===== src/rtl/smpte_bar_gen.sv =====
// Raster timing and 8-bar colour pattern source for the YC test-pattern core.
// Define TESTPAT_RAMP_EN to replace the lower bars with a clamped grey ramp.
module smpte_bar_gen #(
  parameter int CE_DIV = 4
) (
  input  logic       clk,
  input  logic       reset,
  input  logic       pal,
  input  logic       range,
  input  logic       smpte,
  input  logic       scandouble,
  output logic       ce_pix,
  output logic       HBlank,
  output logic       HSync,
  output logic       VBlank,
  output logic       VSync,
  output logic [7:0] video_r,
  output logic [7:0] video_g,
  output logic [7:0] video_b
);
  localparam int DW = $clog2(CE_DIV) + 1;

  logic [DW-1:0] r_div;
  logic [9:0]    r_h, r_v;
  logic          r_pal, r_rng, r_smp, r_sd;
  logic          r_hb, r_hs, r_vb, r_vs;
  logic [7:0]    r_r, r_g, r_b;

  logic [DW-1:0] w_dmax;
  logic          w_ce, w_hwrap, w_vwrap;
  logic [9:0]    w_vt, w_va, w_vs0, w_vse;
  logic          w_hb, w_hs, w_vb, w_vs;
  logic [2:0]    w_bar;
  logic [7:0]    w_hi, w_lo, w_r, w_g, w_b;

  assign w_dmax  = r_sd ? DW'(CE_DIV/2 - 1) : DW'(CE_DIV - 1);
  assign w_ce    = (r_div == w_dmax);
  assign w_hwrap = (r_h == 10'd857);

  // Geometry comes only from the frame-start latches, never the live inputs
  always_comb begin
    case ({r_sd, r_pal})
      2'b00:   begin w_vt = 10'd262; w_va = 10'd240; w_vs0 = 10'd244; end
      2'b01:   begin w_vt = 10'd312; w_va = 10'd288; w_vs0 = 10'd290; end
      2'b10:   begin w_vt = 10'd524; w_va = 10'd480; w_vs0 = 10'd488; end
      default: begin w_vt = 10'd624; w_va = 10'd576; w_vs0 = 10'd580; end
    endcase
  end

  assign w_vse   = w_vs0 + (r_sd ? 10'd6 : 10'd3);
  assign w_vwrap = (r_v == w_vt - 10'd1);

  assign w_hb = (r_h >= 10'd720);
  assign w_hs = (r_h >= 10'd736) && (r_h < 10'd800);
  assign w_vb = (r_v >= w_va);
  assign w_vs = (r_v >= w_vs0) && (r_v < w_vse);

  always_comb begin
    w_bar = 3'd0;
    for (int k = 1; k < 8; k++)
      if (r_h >= 10'(90*k)) w_bar = 3'(k);
  end

  assign w_hi = r_rng ? (r_smp ? 8'd255 : 8'd191) : (r_smp ? 8'd235 : 8'd180);
  assign w_lo = r_rng ? 8'd0 : 8'd16;

`ifdef TESTPAT_RAMP_EN
  logic [9:0] w_pr;
  logic       w_ramp;
  logic [7:0] w_ramp_v;
  assign w_pr     = r_sd ? {1'b0, r_v[9:1]} : r_v;
  assign w_ramp   = (w_pr >= (r_pal ? 10'd216 : 10'd180));
  assign w_ramp_v = (r_h[9:2] < w_lo) ? w_lo : (r_h[9:2] > w_hi) ? w_hi : r_h[9:2];
`endif

  // Bar index bits map straight onto inverted colour bits: R=~b1, G=~b2, B=~b0
  always_comb begin
    w_r = w_bar[1] ? w_lo : w_hi;
    w_g = w_bar[2] ? w_lo : w_hi;
    w_b = w_bar[0] ? w_lo : w_hi;
`ifdef TESTPAT_RAMP_EN
    if (w_ramp) begin
      w_r = w_ramp_v;
      w_g = w_ramp_v;
      w_b = w_ramp_v;
    end
`endif
    if (w_hb || w_vb) begin
      w_r = 8'd0;
      w_g = 8'd0;
      w_b = 8'd0;
    end
  end

  always_ff @(posedge clk) begin
    if (reset) begin
      r_div <= '0;
      r_h   <= '0;
      r_v   <= '0;
      r_pal <= 1'b0;
      r_rng <= 1'b0;
      r_smp <= 1'b0;
      r_sd  <= 1'b0;
      r_hb  <= 1'b0;
      r_hs  <= 1'b0;
      r_vb  <= 1'b0;
      r_vs  <= 1'b0;
      r_r   <= '0;
      r_g   <= '0;
      r_b   <= '0;
    end else begin
      r_div <= w_ce ? '0 : r_div + DW'(1);
      if (w_ce) begin
        r_h <= w_hwrap ? 10'd0 : r_h + 10'd1;
        if (w_hwrap) begin
          r_v <= w_vwrap ? 10'd0 : r_v + 10'd1;
          if (w_vwrap) begin
            r_pal <= pal;
            r_rng <= range;
            r_smp <= smpte;
            r_sd  <= scandouble;
          end
        end
        r_hb <= w_hb;
        r_hs <= w_hs;
        r_vb <= w_vb;
        r_vs <= w_vs;
        r_r  <= w_r;
        r_g  <= w_g;
        r_b  <= w_b;
      end
    end
  end

  assign ce_pix  = w_ce;
  assign HBlank  = r_hb;
  assign HSync   = r_hs;
  assign VBlank  = r_vb;
  assign VSync   = r_vs;
  assign video_r = r_r;
  assign video_g = r_g;
  assign video_b = r_b;
endmodule


===== config.mk =====
export PLATFORM = sky130hd
export DESIGN_NAME = smpte_bar_gen
export DESIGN_NICKNAME = d
export VERILOG_FILES = /design/src/rtl/smpte_bar_gen.sv
export SDC_FILE = /design/constraint.sdc
export NUM_CORES = 1
export LEC_CHECK = 0
export ABC_CLOCK_PERIOD_IN_PS = 3250
export BUFFER_PORTS_ARGS = -buffer_cell sky130_fd_sc_hd__buf_4
export CAP_MARGIN = 20
export CORE_UTILIZATION = 30
export CTS_CLUSTER_SIZE = 40
export DETAILED_ROUTE_END_ITERATION = 8
export PLACE_DENSITY_LB_ADDON = 0.12
export SLEW_MARGIN = 20
export SYNTH_ARGS = -nofsm -noshare
export SYNTH_HDL_FRONTEND = slang
export SYNTH_SLANG_ARGS = --single-unit

===== constraint.sdc =====
create_clock -name clk -period 3.25 [get_ports clk]
set_input_delay 0.65 -clock clk [delete_from_list [all_inputs] [get_ports clk]]
set_output_delay 0.65 -clock clk [all_outputs]
set_load 0.005 [all_outputs]

==> Yosys cells after proc, flatten, opt, wreduce, memory -nomap -nowiden <==
Cells that the tools add are included.
{ "totals": {"regBits": 55, "out_inout_bits": 29, "wordCells": 68} }
{ "op_classes": {"addsub": 5, "muxes": 24, "eq_ne": 5, "order_cmp": 13, "reduce_logical": 7} }
{ "ops": {"columns": ["operator", "n"], "rows": [
  ["case mux 10 bit (3 select lines)", 3],
  ["two-way mux 8 bit", 6],
  [">= comparator 10 bit (second input constant)", 4],
  [">= comparator 10 x 9 -> 1 bit (second input constant)", 3],
  ["two-way mux 3 bit", 7],
  ["two-way mux 7 bit", 3],
  ["adder 10 x 1 -> 10 bit (second input constant)", 2],
  [">= comparator 10 bit", 2],
  ["two-way mux 10 bit", 2],
  ["adder 10 x 3 -> 10 bit", 1],
  ["equality test 10 bit", 1],
  ["equality test 10 bit (second input constant)", 1],
  [">= comparator 10 x 7 -> 1 bit (second input constant)", 1],
  [">= comparator 10 x 8 -> 1 bit (second input constant)", 1],
  ["less-than comparator 10 bit", 1],
  ["less-than comparator 10 bit (second input constant)", 1],
  ["subtractor 10 x 1 -> 10 bit (second input constant)", 1],
  ["two-way mux 5 bit", 1],
  ["adder 3 x 1 -> 3 bit (second input constant)", 1],
  ["equality test 3 x 2 -> 1 bit", 1],
  ["AND reduction 3 bit", 1],
  ["equality test 2 x 1 -> 1 bit (second input constant)", 1],
  ["equality test 2 bit (second input constant)", 1],
  ["logical AND 1 bit", 2],
  ["other kinds (6)", 6]
]} }

==> Logic depth before layout (Yosys ltp) <==
{ "logic_depth": {"word_depth": 10, "ltp_mapped": 10} }

==> Worst setup path after synthesis <==
OpenSTA, ideal clock, no wires.
{ "synth_timing": {"path_type": "flip-flop to flip-flop", "start": "reg r_sd", "end": "reg r_r[2] (netlist: video_r[2])", "synth_period_minus_slack_ns": 2.291, "slack_ns": 0.959, "path_stages_with_launch": 11, "arrival_ns": 2.232, "required_ns": 3.191, "cell_sequence": "dfxtp_1 inv_1 ha_1 o21ai_0 ha_1 a21oi_1 o21ai_0 a21oi_1 nand4b_1 nor2_1 a22o_1"} }
{ "synth_via": {"elab_chain_len": 5, "elab_cells_between_ends": 9} }
{ "synth_lines": {"columns": ["element", "line_no", "rtl"], "rows": [
  ["start: declaration", "25", "logic r_pal, r_rng, r_smp, r_sd;"],
  ["start signal: assignment", "121", "r_sd <= scandouble;"],
  ["equality test 2 bit (tied with other cells)", "42", "case ({r_sd, r_pal})"],
  ["case mux 10 bit (3 select lines)", "42", null],
  [">= comparator 10 bit", "55", "assign w_vb = (r_v >= w_va);"],
  ["logical OR 1 bit", "88", "if (w_hb || w_vb) begin"],
  ["two-way mux 8 bit", "88", null],
  ["end signal: assignment", "128", "r_r <= w_r;"],
  ["end: declaration", "27", "logic [7:0] r_r, r_g, r_b;"]
]} }
Parallel ways exist; a longest one is shown, timed or not.
A chain may end at the register's enable or synchronous reset.

==> Final worst setup path <==
{ "layout_timing": {"start": "reg r_sd", "end": "reg r_r[6] (netlist: video_r[6])"} }
The elaborated chain is that of the path after synthesis.

==> parameters.txt <==
Parameter                              Value

Status
  Run status    finished clean

Layout
  Post-Layout Inst Area    0.003278 mm^2
  Final Core Density    35.48%
  Antenna diode instance count    0
  Final std cells w/o fill    487
  Synth-to-layout area growth    14.16%
  Fraction of layout instances using a drive strength above 1    17.88%
  Number of nets in the final layout    394

Power
  Part of the total power dissipated in combinational logic    6.0%
  Fraction of power spent switching nets    26.63%
  Power Internal    758.5 uW
  Worst IR Drop VDD    0.1339 mV
  Power density over the cells    315.4 mW/mm^2
  Overall power consumption    1.034 mW
  Switching power of the nets    275.3 uW
  Cell leakage power    1.373 nW
  Flop pwr share    56.5%
  Part of the power in the clock network    37.5%

Timing
  Final critical path time including I/O delays and setup    2.762 ns
  Max_slew headroom    26.61%
  Setup TNS    0 ns
  RSZ-0062 raised after global routing    no
  Slew Limit Fails    0
  Worst setup slack after layout    0.4878 ns
  Hold Worst Slack    0.4587 ns
  Worst Skew    0.01396 ns
  Top achievable clock speed    362.0 MHz
  Transition time at the pin with the least slew margin    1.097 ns
  Number of endpoints failing setup at the final stage    0
  Number of hold violations in the final report    0
  Portion of the clock cycle consumed by the worst path in the final layout    84.99%

Synthesis
  Number of synthesized flops with an enable pin    0
  Most instantiated flip-flop cell in the synthesis netlist    sky130_fd_sc_hd__dfxtp_1
  Largest family of logic cells by synthesized area    simple AND/OR/NAND/NOR gates
  Post-synthesis sequential area ratio    32.07%
  Multiplexer share of the synthesized area    1.133%
  Simple logic cell fraction of the synthesized area    22.61%
  Most area-consuming cells after synthesis    sky130_fd_sc_hd__dfxtp_1, sky130_fd_sc_hd__ha_1, sky130_fd_sc_hd__xnor2_1, sky130_fd_sc_hd__nor2_1, sky130_fd_sc_hd__nand2_1
  Distinct cell type count of the synthesized netlist    52
  Ys async rst share    0%
  Area share of fa/ha/maj cells after synthesis    13.51%
  Seq cells post-synth    46
  XOR/XNOR Fraction of Synth Area    7.015%
  Post-Syn Area    0.002872 mm^2
  Nets in the synthesized netlist    371
  Largest area contributor in the synthesized netlist    sky130_fd_sc_hd__dfxtp_1
  Most used standard cell by instance count after synthesis    sky130_fd_sc_hd__dfxtp_1
  Top-area cell type share of the netlist area    32.07%
  Top cells by instance count after synthesis    sky130_fd_sc_hd__dfxtp_1, sky130_fd_sc_hd__ha_1, sky130_fd_sc_hd__nor2_1
  Count of warnings emitted by yosys    0
  Cells after Synth    334
  Synthesized area divided by synthesized cell count    8.597 um^2
  Post-synthesis compound-gate area fraction    16.03%

Global routing
  Vias in the first global route    2,217
  Number of antenna violations at the first check in global routing    0
  Maximum number of pins on one net before global-route repair    18
  Global-route usage over all layers    14.71%
  Wire length of the first global-routing pass    11,560 um
  Grt ovf    0

Route
  Number of search-and-repair iterations in the first detailed-routing pass    4
  Post-route DRC    0
  Via total after detailed routing    2,362
  Routed length per placed instance    14.28 um
  Vias per std cell    4.850
  Initial DRC count    70
  Remaining antenna violation count    0
  Final wirelength    6955 um

Place
  Post-detailed-placement cell area    0.003186 mm^2
  Half-perimeter wire length after detailed placement    5132 um
  Post-placement setup slack    0.5392 ns
  Number of instances in the placed design    479
  Number of port buffers    34
  Last weighted congestion value of the routability-driven placer    0.8492

Clocking
  CTS tree    yes
  Total clock buffers created by CTS    5
  Clock root cell    sky130_fd_sc_hd__clkbuf_8
  Clock latency on the worst-skew pair    0.32 ns
  Clock-pin slew of the registers on the worst-case setup and hold paths    0.10 ns
  Number of buffers inserted by post-CTS setup repair    0
  Clock Sink Count    46
  CTS Hold Bufs    0
  Clock Path Buffers    2
  Cells resized by post-CTS repair    0
  Maximum level of the CTS H-tree    2

Setup path
  Data arrival time of the critical path    3.02 ns
  Nature of the critical path startpoint    flop
  End of the worst register-to-register path    video_r[6]
  Critical register-to-register path startpoint    r_sd
  Required arrival time at the worst endpoint    3.51 ns
  Setup slack of the most critical reg-to-reg path    0.49 ns
  R2R depth    10
  WS Path Type    reg -> reg
  Crit end category    flop
  Maximum fanout along the worst path    9

Min path
  HP Class    reg -> reg
  Sink of the worst hold path    video_g[4]
  Startpoint of the most critical hold path    video_g[4]
  Number of cells on the worst hold path    2

Die
  Boundary pin count    35
  Row count    35
  Core ar.    0.009240 mm^2
  Die Span Y    99.84 um
  Die area    0.009967 mm^2
  Initial Utilization    31.08%
  Die extent in x    99.84 um

Flow run
  Max-capacitance violation count    0
==> power by group through the flow <==
stage	sequential [mW]	combinational [mW]	clock, mW
floorplan	0.596	0.0357	0
global placement	0.597	0.0633	0
detailed placement	0.597	0.0637	0
CTS	0.584	0.0636	0.402
global route	0.586	0.0684	0.422
finish	0.584	0.0619	0.388
==> cells by family after synthesis <==
group           count (synthesis)
flops                          46
compound gates                 68
simple gates                  119
xor+xnor                       23
buf+inv                        44
mux                             3
fa+ha+maj                      31
==> layout by cell type, fill, tap and decap left out, types with 3 or more instances in the layout <==
| master | n |
|---|---|
| sky130_fd_sc_hd__dfxtp_1 | 46 |
| sky130_fd_sc_hd__buf_4 | 39 |
| sky130_fd_sc_hd__nor2_1 | 31 |
| sky130_fd_sc_hd__ha_1 | 31 |
| sky130_fd_sc_hd__nand2_1 | 27 |
| sky130_fd_sc_hd__inv_1 | 21 |
| sky130_fd_sc_hd__a21oi_1 | 19 |
| sky130_fd_sc_hd__xnor2_1 | 15 |
| sky130_fd_sc_hd__nand3_1 | 15 |
| sky130_fd_sc_hd__o21ai_0 | 12 |
| sky130_fd_sc_hd__nand4_1 | 10 |
| sky130_fd_sc_hd__a22o_1 | 9 |
| sky130_fd_sc_hd__xor2_1 | 8 |
| sky130_fd_sc_hd__nor3_1 | 5 |
| sky130_fd_sc_hd__clkbuf_8 | 5 |
| sky130_fd_sc_hd__nand2b_1 | 4 |
| sky130_fd_sc_hd__o211ai_1 | 4 |
| sky130_fd_sc_hd__a21o_1 | 4 |
| sky130_fd_sc_hd__nor2_2 | 4 |
| sky130_fd_sc_hd__or2_2 | 3 |
| sky130_fd_sc_hd__a211oi_1 | 3 |
| sky130_fd_sc_hd__a2111oi_0 | 3 |
| sky130_fd_sc_hd__or3_1 | 3 |
==> area by class of cell <==
cell class	instances	area, um^2
clock inverters	3	23.77
well taps	129	161.4
inverters	21	78.83
clock buffers	5	68.82
multi-input cells	244	1732
repair buffers	39	292.8
fillers	979	5962
flip-flops and latches	46	920.9
==> sequential cells by signal (all words and copies together) (netlist names) <==
| signal | count |
|---|---|
| HBlank | 1 |
| HSync | 1 |
| VBlank | 1 |
| VSync | 1 |
| r_div | 3 |
| r_h | 10 |
| r_pal | 1 |
| r_rng | 1 |
| r_sd | 1 |
| r_smp | 1 |
| r_v | 10 |
| video_b | 5 |
| video_g | 5 |
| video_r | 5 |
==> worst max-delay path, cell delays in order, from the launching register on <==
cell and delay (ns):
sky130_fd_sc_hd__dfxtp_1 0.54, sky130_fd_sc_hd__inv_1 0.18, sky130_fd_sc_hd__ha_1 0.29, sky130_fd_sc_hd__o21ai_0 0.19, sky130_fd_sc_hd__ha_1 0.27, sky130_fd_sc_hd__a21oi_1 0.12, sky130_fd_sc_hd__o21ai_0 0.13, sky130_fd_sc_hd__a21oi_1 0.26
sky130_fd_sc_hd__nand4b_1 0.26, sky130_fd_sc_hd__nor2_1 0.32, sky130_fd_sc_hd__a22o_1 0.17
==> how the worst max path moves through the flow <==
stage | startpoint | endpoint | slack (ns)
2_1_floorplan | r_sd | video_r[2] | 0.96
3_3_place_gp | r_sd | video_r[3] | 0.62
3_5_place_dp | r_sd | video_r[6] | 0.54
4_1_cts | r_sd | video_r[6] | 0.51
5_1_grt | r_sd | video_r[6] | 0.25
6_report | r_sd | video_r[6] | 0.49
==> routing by layer <==
metal  track usage [%]  share of wire [%]  vias to the layer above  wire [um]
met5                 0                  0                        -          0
met4             5.204                1.5                        0        104
met3             2.507                3.5                        9        246
met2             22.65                 43                       47       3007
met1             20.63                 52                     1090       3595
li1                  -                  -                     1216          -
(Power assumes the default switching activity.)
